### src/rtl/dlx_exec_if.sv
// dlx_exec_if: request/result bundle for the DLX execute stage (dlx_exec_pipe).
// The overflow signal exists only when DLX_EXEC_OVF_EN is defined.
interface dlx_exec_if #(
  parameter int unsigned DATA_WIDTH = 32,
  parameter int unsigned IMM_WIDTH  = 16
);
  logic                  in_valid;
  logic                  in_ready;
  logic [DATA_WIDTH-1:0] src1;
  logic [DATA_WIDTH-1:0] src2;
  logic [IMM_WIDTH-1:0]  imm;
  logic [6:0]            control_in;
  logic [DATA_WIDTH-1:0] mem_data_read_in;
  logic                  out_valid;
  logic                  out_ready;
  logic [DATA_WIDTH-1:0] aluout;
  logic                  carry;
  logic                  mem_data_wr_en;
  logic [DATA_WIDTH-1:0] mem_data_write_out;
`ifdef DLX_EXEC_OVF_EN
  logic                  overflow;

  modport master (
    output in_valid, src1, src2, imm, control_in, mem_data_read_in, out_ready,
    input  in_ready, out_valid, aluout, carry, mem_data_wr_en, mem_data_write_out, overflow
  );
  modport slave (
    input  in_valid, src1, src2, imm, control_in, mem_data_read_in, out_ready,
    output in_ready, out_valid, aluout, carry, mem_data_wr_en, mem_data_write_out, overflow
  );
`else
  modport master (
    output in_valid, src1, src2, imm, control_in, mem_data_read_in, out_ready,
    input  in_ready, out_valid, aluout, carry, mem_data_wr_en, mem_data_write_out
  );
  modport slave (
    input  in_valid, src1, src2, imm, control_in, mem_data_read_in, out_ready,
    output in_ready, out_valid, aluout, carry, mem_data_wr_en, mem_data_write_out
  );
`endif
endinterface

### src/rtl/dlx_exec_pipe.sv
// dlx_exec_pipe: two-stage DLX execute stage with merged ALU and valid/ready back-pressure.
// Define DLX_EXEC_OVF_EN to add the registered signed-overflow output.
module dlx_exec_pipe #(
  parameter int unsigned DATA_WIDTH = 32,
  parameter int unsigned IMM_WIDTH  = 16
) (
  input  logic      clk,
  input  logic      rst,
  input  logic      enable_ex,
  dlx_exec_if.slave bus
);
  localparam int unsigned SH_W = $clog2(DATA_WIDTH);
  localparam int unsigned HW   = DATA_WIDTH / 2;
  localparam int unsigned DW1  = DATA_WIDTH + 1;
  localparam int unsigned HW1  = HW + 1;
  localparam int unsigned MSB  = DATA_WIDTH - 1;

  localparam logic [2:0] OPS_SHIFT = 3'b000;
  localparam logic [2:0] OPS_ARITH = 3'b001;
  localparam logic [2:0] OPS_STORE = 3'b100;
  localparam logic [2:0] OPS_LOAD  = 3'b101;

  localparam logic [2:0] OP_ADD  = 3'b000;
  localparam logic [2:0] OP_HADD = 3'b001;
  localparam logic [2:0] OP_SUB  = 3'b010;
  localparam logic [2:0] OP_NOT  = 3'b011;
  localparam logic [2:0] OP_AND  = 3'b100;
  localparam logic [2:0] OP_OR   = 3'b101;
  localparam logic [2:0] OP_XOR  = 3'b110;

  logic                  s1_adv, s2_adv;
  logic [DATA_WIDTH-1:0] imm_ext;
  logic                  s1_valid_q, s1_valid_d;
  logic [2:0]            s1_opsel_q, s1_opsel_d, s1_op_q, s1_op_d;
  logic [DATA_WIDTH-1:0] s1_a_q, s1_a_d, s1_b_q, s1_b_d;
  logic [DATA_WIDTH-1:0] s1_wdata_q, s1_wdata_d, s1_mdata_q, s1_mdata_d;
  logic                  out_valid_q, out_valid_d, carry_q, carry_d, wr_en_q, wr_en_d;
  logic [DATA_WIDTH-1:0] aluout_q, aluout_d, wdata_q, wdata_d;
  logic [DATA_WIDTH-1:0] res;
  logic                  res_carry;
  logic [DW1-1:0]        sum, diff;
  logic [HW1-1:0]        hsum;
  logic [SH_W-1:0]       amt;

  // ALU evaluated on the S1 operands; its result is captured by S2
  always_comb begin
    res       = '0;
    res_carry = 1'b0;
    sum       = DW1'(s1_a_q) + DW1'(s1_b_q);
    diff      = DW1'(s1_a_q) - DW1'(s1_b_q);
    hsum      = HW1'(s1_a_q[HW-1:0]) + HW1'(s1_b_q[HW-1:0]);
    amt       = s1_b_q[SH_W-1:0];
    case (s1_opsel_q)
      OPS_ARITH: begin
        case (s1_op_q)
          OP_ADD:  begin res = sum[DATA_WIDTH-1:0];  res_carry = sum[DATA_WIDTH];  end
          OP_HADD: begin res = DATA_WIDTH'(hsum[HW-1:0]); res_carry = hsum[HW]; end
          OP_SUB:  begin res = diff[DATA_WIDTH-1:0]; res_carry = diff[DATA_WIDTH]; end
          OP_NOT:  res = ~s1_b_q;
          OP_AND:  res = s1_a_q & s1_b_q;
          OP_OR:   res = s1_a_q | s1_b_q;
          OP_XOR:  res = s1_a_q ^ s1_b_q;
          default: res = {s1_b_q[HW-1:0], HW'(0)};
        endcase
      end
      OPS_SHIFT: begin
        case (s1_op_q)
          3'b000, 3'b001: res = s1_a_q << amt;
          3'b010:         res = s1_a_q >> amt;
          3'b011:         res = DATA_WIDTH'($signed(s1_a_q) >>> amt);
          default:        res = '0;
        endcase
      end
      OPS_LOAD: begin
        case (s1_op_q)
          3'b000:  res = DATA_WIDTH'($signed(s1_mdata_q[7:0]));
          3'b100:  res = DATA_WIDTH'(s1_mdata_q[7:0]);
          3'b001:  res = DATA_WIDTH'($signed(s1_mdata_q[15:0]));
          3'b101:  res = DATA_WIDTH'(s1_mdata_q[15:0]);
          3'b011:  res = s1_mdata_q;
          default: res = '0;
        endcase
      end
      OPS_STORE: res = sum[DATA_WIDTH-1:0];
      default:   res = '0;
    endcase
  end

`ifdef DLX_EXEC_OVF_EN
  logic res_ovf, ovf_q, ovf_d;

  always_comb begin
    res_ovf = 1'b0;
    if (s1_opsel_q == OPS_ARITH && s1_op_q == OP_ADD)
      res_ovf = (s1_a_q[MSB] == s1_b_q[MSB]) && (sum[MSB] != s1_a_q[MSB]);
    else if (s1_opsel_q == OPS_ARITH && s1_op_q == OP_SUB)
      res_ovf = (s1_a_q[MSB] != s1_b_q[MSB]) && (diff[MSB] != s1_a_q[MSB]);
  end
`endif

  // Handshake and stage advance; a stalled stage keeps its contents
  always_comb begin
    s2_adv      = enable_ex && (!out_valid_q || bus.out_ready);
    s1_adv      = enable_ex && (!s1_valid_q || s2_adv);
    imm_ext     = DATA_WIDTH'($signed(bus.imm));
    s1_valid_d  = s1_valid_q;
    s1_opsel_d  = s1_opsel_q;
    s1_op_d     = s1_op_q;
    s1_a_d      = s1_a_q;
    s1_b_d      = s1_b_q;
    s1_wdata_d  = s1_wdata_q;
    s1_mdata_d  = s1_mdata_q;
    out_valid_d = out_valid_q;
    aluout_d    = aluout_q;
    carry_d     = carry_q;
    wr_en_d     = wr_en_q;
    wdata_d     = wdata_q;
`ifdef DLX_EXEC_OVF_EN
    ovf_d       = ovf_q;
`endif
    if (s1_adv) begin
      s1_valid_d = bus.in_valid;
      s1_opsel_d = bus.control_in[6:4];
      s1_op_d    = bus.control_in[2:0];
      s1_a_d     = bus.src1;
      // loads and stores always take the immediate as address offset
      s1_b_d     = (bus.control_in[3] || bus.control_in[6:4] == OPS_LOAD ||
                    bus.control_in[6:4] == OPS_STORE) ? imm_ext : bus.src2;
      s1_wdata_d = bus.src2;
      s1_mdata_d = bus.mem_data_read_in;
    end
    if (s2_adv) begin
      out_valid_d = s1_valid_q;
      wr_en_d     = s1_valid_q && (s1_opsel_q == OPS_STORE);
      if (s1_valid_q) begin
        aluout_d = res;
        carry_d  = res_carry;
        wdata_d  = s1_wdata_q;
`ifdef DLX_EXEC_OVF_EN
        ovf_d    = res_ovf;
`endif
      end
    end
  end

  always_ff @(posedge clk) begin
    if (rst) begin
      s1_valid_q  <= 1'b0;
      s1_opsel_q  <= '0;
      s1_op_q     <= '0;
      s1_a_q      <= '0;
      s1_b_q      <= '0;
      s1_wdata_q  <= '0;
      s1_mdata_q  <= '0;
      out_valid_q <= 1'b0;
      aluout_q    <= '0;
      carry_q     <= 1'b0;
      wr_en_q     <= 1'b0;
      wdata_q     <= '0;
`ifdef DLX_EXEC_OVF_EN
      ovf_q       <= 1'b0;
`endif
    end else begin
      s1_valid_q  <= s1_valid_d;
      s1_opsel_q  <= s1_opsel_d;
      s1_op_q     <= s1_op_d;
      s1_a_q      <= s1_a_d;
      s1_b_q      <= s1_b_d;
      s1_wdata_q  <= s1_wdata_d;
      s1_mdata_q  <= s1_mdata_d;
      out_valid_q <= out_valid_d;
      aluout_q    <= aluout_d;
      carry_q     <= carry_d;
      wr_en_q     <= wr_en_d;
      wdata_q     <= wdata_d;
`ifdef DLX_EXEC_OVF_EN
      ovf_q       <= ovf_d;
`endif
    end
  end

  assign bus.in_ready           = s1_adv && !rst;
  assign bus.out_valid          = out_valid_q;
  assign bus.aluout             = aluout_q;
  assign bus.carry              = carry_q;
  assign bus.mem_data_wr_en     = wr_en_q;
  assign bus.mem_data_write_out = wdata_q;
`ifdef DLX_EXEC_OVF_EN
  assign bus.overflow           = ovf_q;
`endif
endmodule

### src/flat_wrapper.sv
// flat-port wrapper written by rule: the top's interface ports become plain ports
module dlx_exec_pipe_flat 
#(
  parameter int unsigned DATA_WIDTH = 32,
  parameter int unsigned IMM_WIDTH  = 16
)
  (clk, rst, enable_ex, bus_in_valid, bus_src1, bus_src2, bus_imm, bus_control_in, bus_mem_data_read_in, bus_out_ready, bus_in_ready, bus_out_valid, bus_aluout, bus_carry, bus_mem_data_wr_en, bus_mem_data_write_out);
  dlx_exec_if #(.DATA_WIDTH(DATA_WIDTH), .IMM_WIDTH(IMM_WIDTH)) bus_i ();
  input  logic clk;
  input  logic rst;
  input  logic enable_ex;
  input wire logic [$bits(bus_i.in_valid)-1:0] bus_in_valid;
  input wire logic [$bits(bus_i.src1)-1:0] bus_src1;
  input wire logic [$bits(bus_i.src2)-1:0] bus_src2;
  input wire logic [$bits(bus_i.imm)-1:0] bus_imm;
  input wire logic [$bits(bus_i.control_in)-1:0] bus_control_in;
  input wire logic [$bits(bus_i.mem_data_read_in)-1:0] bus_mem_data_read_in;
  input wire logic [$bits(bus_i.out_ready)-1:0] bus_out_ready;
  output wire logic [$bits(bus_i.in_ready)-1:0] bus_in_ready;
  output wire logic [$bits(bus_i.out_valid)-1:0] bus_out_valid;
  output wire logic [$bits(bus_i.aluout)-1:0] bus_aluout;
  output wire logic [$bits(bus_i.carry)-1:0] bus_carry;
  output wire logic [$bits(bus_i.mem_data_wr_en)-1:0] bus_mem_data_wr_en;
  output wire logic [$bits(bus_i.mem_data_write_out)-1:0] bus_mem_data_write_out;
  assign bus_i.in_valid = bus_in_valid;
  assign bus_i.src1 = bus_src1;
  assign bus_i.src2 = bus_src2;
  assign bus_i.imm = bus_imm;
  assign bus_i.control_in = bus_control_in;
  assign bus_i.mem_data_read_in = bus_mem_data_read_in;
  assign bus_i.out_ready = bus_out_ready;
  assign bus_in_ready = bus_i.in_ready;
  assign bus_out_valid = bus_i.out_valid;
  assign bus_aluout = bus_i.aluout;
  assign bus_carry = bus_i.carry;
  assign bus_mem_data_wr_en = bus_i.mem_data_wr_en;
  assign bus_mem_data_write_out = bus_i.mem_data_write_out;
  dlx_exec_pipe #(.DATA_WIDTH(DATA_WIDTH), .IMM_WIDTH(IMM_WIDTH)) u_core (.clk(clk), .rst(rst), .enable_ex(enable_ex), .bus(bus_i));
endmodule
### config.mk
export PLATFORM = sky130hd
export DESIGN_NAME = dlx_exec_pipe_flat
export DESIGN_NICKNAME = d
export VERILOG_FILES = /design/src/rtl/dlx_exec_if.sv /design/src/rtl/dlx_exec_pipe.sv /design/src/flat_wrapper.sv
export SDC_FILE = /design/constraint.sdc
export NUM_CORES = 1
export LEC_CHECK = 0
export ABC_AREA = 1
export BUFFER_PORTS_ARGS = -buffer_cell sky130_fd_sc_hd__clkbuf_2
export CAP_MARGIN = 20
export CORE_ASPECT_RATIO = 0.8
export CORE_MARGIN = 2
export CORE_UTILIZATION = 25
export DETAILED_ROUTE_END_ITERATION = 10
export PLACE_DENSITY = 0.46
export SETUP_SLACK_MARGIN = 0.2
export SYNTH_ARGS = -nofsm -noshare
export SYNTH_HDL_FRONTEND = slang
export SYNTH_SLANG_ARGS = --single-unit
### constraint.sdc
create_clock -name clk -period 8.17 [get_ports clk]
set_input_delay 1.634 -clock clk [delete_from_list [all_inputs] [get_ports clk]]
set_output_delay 1.634 -clock clk [all_outputs]
set_load 0.02 [all_outputs]
==> results of run 1 <==
[cells in the mapped netlist, types with 3 or more instances]
library cell	n
a211oi_1	42
a21oi_1	311
a221oi_1	12
a22oi_1	3
a31oi_1	4
and2_1	11
buf_1	24
buf_2	30
buf_4	4
clkbuf_1	127
dfxtp_1	202
ha_1	97
inv_1	376
inv_2	10
nand2_1	938
nand3_1	434
nand3b_1	6
nand4_1	23
nor2_1	253
nor2_4	3
nor3_1	18
o211ai_1	13
o21a_1	3
o21ai_0	193
o21bai_1	13
o22ai_1	31
o31ai_1	8
or2_2	4
xor2_1	12
[worst paths after layout]
check	from	to	slack (ns)
min	u_core.s1_mdata_q[18]	u_core.s1_mdata_q[18]	0.46
min reg2reg	u_core.s1_mdata_q[18]	u_core.s1_mdata_q[18]	0.46
max reg2reg	u_core.s1_b_q[0]	u_core.bus.aluout[17]	4.40
max	enable_ex	bus_in_ready	3.38
[cell type report]
| cell class | instances | area [um2] | area share [%] |
|---|---|---|---|
| antenna | 2 | 5.00 | 0.0241 |
| clock buffer | 29 | 649 | 3.13 |
| clock inverter | 13 | 183 | 0.879 |
| inverter | 390 | 1470 | 7.06 |
| multi-input combinational | 2452 | 12100 | 58.0 |
| sequential | 202 | 4050 | 19.5 |
| tap | 945 | 1180 | 5.69 |
| timing repair buffer | 220 | 1190 | 5.72 |
[flip-flops by register name (all words and copies together) (netlist names)]
| register | flops |
|---|---|
| u_core.bus.mem_data_write_out | 32 |
| u_core.bus.aluout | 32 |
| u_core.s1_a_q | 32 |
| u_core.bus.out_valid | 1 |
| u_core.bus.mem_data_wr_en | 1 |
| u_core.s1_mdata_q | 32 |
| u_core.s1_valid_q | 1 |
| u_core.s1_b_q | 32 |
| u_core.s1_wdata_q | 32 |
| u_core.s1_op_q | 3 |
| u_core.s1_opsel_q | 3 |
| u_core.bus.carry | 1 |
[stage by stage]
| stage | std cells | worst slack (ns) | hold slack (ns) | instance area (um2) |
|---|---|---|---|---|
| floorplan | 3231 | 3.64 | 0.425 | 18300 |
| global placement | 4207 | 3.29 | 0.444 | 19900 |
| detailed placement | 4207 | 3.27 | 0.451 | 19900 |
| CTS | 4249 | 3.27 | 0.461 | 20700 |
| global route | 4251 | 3.20 | 0.470 | 20800 |
| finish | 4253 | 3.38 | 0.458 | 20800 |
[cell families (layout without fill, tap and decap cells)]
logic type	after synthesis	count (layout)	share of synthesized area, %
AO/OA/AOI/OAI	640	640	19.2
XOR/XNOR	12	12	0.575
adder cells (fa/ha/maj)	99	99	6.85
buffers and inverters	577	652	12.2
flip-flops	202	202	22.1
multiplexers	2	2	0.109
other	0	2	0
AND/OR/NAND/NOR	1699	1699	38.9
[worst max-delay path: stages]
cell and delay, ns:
clkbuf_2 0.16, nand2_1 0.14, nand2_1 0.17, nand2_4 0.46, buf_12 0.32, nor2_1 0.07, clkbuf_2 0.18
[metal layers]
layer	up-vias	wire [um]	GRT usage [%]	part of all wire [%]
met2	984	41100	37.8	42
met5	-	26	0	0.027
met3	142	8870	4.83	9.1
met4	4	2590	5.94	2.6
met1	10300	45300	36.4	46
li1	10700	-	-	-
[where the power goes]
group / total [mW] / internal [mW] / switching, mW
sequential: 1.12 / 1.04 / 0.0810
clock: 1.17 / 0.667 / 0.498
combinational: 1.39 / 0.367 / 1.02
total: 3.67 / 2.07 / 1.60
==> run_results.csv, run 1 <==
group,metric,value,unit
placement,portBuffers,191,
yosys,synthCells,3231,
yosys,syn_area,18300,um2
floorplanning,dieArea,75400,um2
floorplanning,ios,192,
yosys,synth_edf_count,0,
yosys,synth_seq_cells,202,
sta,finalCritPeriodShare,58.6,%
worst_setup_path,arrival,3.15,ns
placement,place_congestion,1.02,
grt,grt_pass1_vias,20200,
floorplanning,rows,88,
drt,routedWlPerCell,23.0,um
drt,drt_first_pass_iters,6,
floorplanning,start_util,25.3,%
worst_setup_path,cp_max_fo,59,
drt,drt-total-wl,97900,um
grt,grt-ovfl-total,0,
clock_network,ctsResizeCount,0,
power_and_ir_drop,ir_drop,0.159,mV
clock_network,cts_buffer_depth,3,
yosys,synthFlopType,"dfxtp_1",
worst_setup_path,startpoint_type,"primary input",
worst_hold_path,hold_class,"flip-flop to flip-flop",
worst_setup_path,endpoint_kind,"output port",
yosys,syn_avg_cell_area,5.66,um2
yosys,synth_fp_nets,3454,
yosys,netlist.area_leader.share,22.1,%
sta,tightest_slew,1.06,ns
yosys,synth_cell_type_count,49,
drt,drtIter0Drc,2751,
clock_network,clk_pin_slew_worst_paths,0.06,ns
yosys,ys_top_cells_by_area,"dfxtp_1, nand2_1, nand3_1, a21oi_1, inv_1",
worst_setup_path,reg2regPathDepth,16,
sta,fin_crit,4.79,ns
sta,tns,0,ns
yosys,yosysSeqAreaShare,22.1,%
clock_network,clockRootBuffer,"clkbuf_16",
layout,mostFrequentLayoutCell,"nand2_1",
run_status,status,"finished, final reports clean",
grt,grt_max_degree,109,
sta,rsz0062_at_grt,"no",
grt,track_usage,25.1,%
power_and_ir_drop,leakagePower,10.1,nW
layout,area_delta_synth_final,13.6,%
floorplanning,die_x,306,um
layout,drive_gt1_share,8.98,%
layout,finish.utilization,28.8,%
sta,setup_viol_count_final,0,
clock_network,htree_num_levels,1,
power_and_ir_drop,powerDensity,177,nW/um2
clock_network,clock-sinks,202,
drt,vias,22100,
grt,antenna_found_initial,5,
worst_setup_path,cp.required,6.54,ns
yosys,synth_area_leader_cell,"dfxtp_1",
yosys,yosysWarnings,0,
drt,ant_nets,0,
job,maxCapViolations,0,
clock_network,post-cts-setup-buffers,0,
layout,fin_nets,3513,
sta,finClkSkew,0.0157,ns
sta,hold_viol,0,
worst_hold_path,holdPathStages,2,
clock_network,cts_buffers,24,
layout,fillerInstances,8494,
clock_network,worstSkewPairLatency,0.58,ns
power_and_ir_drop,power,3.67,mW
layout,layout_common_cells,"nand2_1, nand3_1, inv_1, a21oi_1, nor2_1",
placement,dpl.hpwl,77400,um
worst_setup_path,path_class,"primary input to output port",
grt,grt_pass1_wl,140000,um
sta,slew_headroom,27.7,%
floorplanning,core_area,72200,um2
yosys,async_reset_ff_share,0,%
sta,fmax,209,MHz
clock_network,hold_buffers,0,
sta,finalMaxSlewViolations,0,
floorplanning,die_h,246,um
clock_network,cts_tree,"yes",
drt,drc_errors,0,
drt,via_per_inst,5.19,
Note: power is estimated with default switching activity, not from simulation.
==> inputs of run 2 (changes only) <==
- PLACE_DENSITY: 0.46 -> 0.48
- clock period: 8.17 -> 4.05 ns (I/O delays scaled with it)
==> run_results.csv, run 2 (synthesized netlist as in run 1, its figures left out) <==
group,metric,value,unit
worst_setup_path,crit_cells,13,
floorplanning,die_h,246,um
grt,grt_pass1_vias,20500,
sta,tightest_slew,1.09,ns
power_and_ir_drop,leakagePower,10.2,nW
floorplanning,die_x,306,um
sta,finalMaxSlewViolations,0,
clock_network,post-cts-setup-buffers,0,
run_status,status,"finished, final reports clean",
placement,pre_cts_ws,0.597,ns
worst_setup_path,critPathBufInv,1,
power_and_ir_drop,power,7.45,mW
worst_setup_path,cp.required,4.50,ns
clock_network,ctsResizeCount,0,
sta,whs,0.462,ns
placement,dpl.hpwl,78700,um
worst_hold_path,holdPathStages,2,
layout,multi_input_area,12100,um2
worst_setup_path,max_stage_delay,0.82,ns
placement,place_inst,4236,
clock_network,cts_buffers,25,
grt,track_usage,25.3,%
drt,vias,22300,
sta,fin_crit,3.74,ns
layout,fin_cells,4285,
sta,hold_viol,0,
power_and_ir_drop,powerDensity,355,nW/um2
worst_setup_path,path_class,"flip-flop to flip-flop",
worst_setup_path,startpoint_type,"flip-flop",
layout,fillerInstances,8458,
worst_setup_path,critical_path.most_common_cell,"nand2_1",
grt,grt_max_degree,106,
worst_setup_path,cp_slowest_cell,"o21ai_0",
sta,rsz0062_at_grt,"no",
placement,placed_cell_area,20200,um2
drt,drt_first_pass_iters,9,
clock_network,cts_buffer_depth,3,
floorplanning,core_area,72200,um2
grt,antenna_found_initial,6,
layout,seqCellArea,4050,um2
worst_setup_path,cp_cell_sequence,"clkinv_2 -> nand2_1 -> nand3_1 -> nand2_1 -> o21ai_0 -> nand2_1 -> o21ai_0 -> nand2_1 -> nand3_1 -> o21ai_0 -> nand3_1 -> nand2_1 -> a21oi_1",
layout,fin_nets,3542,
drt,drt-total-wl,98900,um
sta,fmax,267,MHz
worst_setup_path,arrival,4.19,ns
job,maxCapViolations,0,
layout,mostFrequentLayoutCell,"nand2_1",
layout,final_area,21000,um2
power_and_ir_drop,ir_drop,0.273,mV
sta,finalCritPeriodShare,92.4,%
sta,fin_ws,0.309,ns
placement,portBuffers,191,
layout,finish.utilization,29.1,%
placement,place_congestion,1.03,
grt,grt_pass1_wl,141000,um
clock_network,htree_num_levels,1,
clock_network,clockRootBuffer,"clkbuf_16",
drt,drtIter0Drc,2672,
drt,drc_errors,0,
sta,finClkSkew,0.0258,ns
floorplanning,start_util,25.3,%
clock_network,hold_buffers,0,
clock_network,clk_pin_slew_worst_paths,0.06,ns
drt,via_per_inst,5.20,
worst_setup_path,critPathTopFamily,"simple AND/OR/NAND/NOR gates",
drt,ant_nets,0,
worst_setup_path,cp_max_fo,36,
clock_network,worstSkewPairLatency,0.59,ns
layout,drive_gt1_share,9.83,%
floorplanning,rows,88,
clock_network,cts_tree,"yes",
worst_hold_path,hold_class,"flip-flop to flip-flop",
worst_setup_path,endpoint_kind,"flip-flop",
sta,slew_headroom,27.4,%
floorplanning,ios,192,
sta,setup_viol_count_final,0,
clock_network,clock-sinks,202,
floorplanning,dieArea,75400,um2
drt,routedWlPerCell,23.1,um
sta,tns,0,ns
grt,grt-ovfl-total,0,
worst_setup_path,reg2regPathDepth,13,
layout,area_delta_synth_final,14.8,%
layout,layout_common_cells,"nand2_1, nand3_1, inv_1, a21oi_1, nor2_1",
==> run 2: changes by cell type in the layout (fill, tap and decap cells not counted), sizes merged <==
cell / before / now
clkbuf: 219 / 224
buf: 30 / 57
inv: 388 / 390
clkinvlp: 1 / 2
clkinv: 11 / 10
bufinv: 3 / 1
==> run 2: power breakdown <==
| part | leakage (nW) | internal [mW] | switching (mW) | total, mW |
|---|---|---|---|---|
| clock network | 0.408 | 1.30 | 1.02 | 2.32 |
| logic | 8.17 | 0.772 | 2.13 | 2.91 |
| registers | 1.66 | 2.10 | 0.129 | 2.23 |
| total | 10.2 | 4.17 | 3.28 | 7.45 |
==> run 2: area by class of cell <==
type                            instances  share of cell area [%]
Sequential cell                       202                    19.3
Inverter                              390                    6.99
Clock buffer                           33                    3.36
Tap cell                              945                    5.63
Antenna cell                            2                  0.0238
Timing Repair Buffer                  248                    6.78
Multi-Input combinational cell       2452                    57.4
Clock inverter                         13                   0.578
==> run 2: metal layers <==
metal	share of wire (%)	GRT usage, %	routed length [um]	vias up
li1	-	-	-	10700
met1	44	35.2	43900	10400
met2	41	37.5	41000	1054
met3	11	7.39	10800	143
met4	3.1	7.54	3090	8
met5	0.054	0	53	-
==> run 2: worst paths after layout <==
path	start	endpoint	slack, ns
max	u_core.s1_b_q[0]	u_core.bus.aluout[22]	0.31
max reg2reg	u_core.s1_b_q[0]	u_core.bus.aluout[22]	0.31
min reg2reg	u_core.s1_wdata_q[31]	u_core.bus.mem_data_write_out[31]	0.46
min	u_core.s1_wdata_q[31]	u_core.bus.mem_data_write_out[31]	0.46
==> run 2: worst register-to-register path, delay by kind of cell, from the launching register on <==
| family | cells | cell delay (ns) |
|---|---|---|
| AOI/OAI and AO/OA | 4 | 1.28 |
| buffers and inverters | 1 | 0.58 |
| DFF | 1 | 0.36 |
| and+or+nand+nor | 8 | 1.39 |
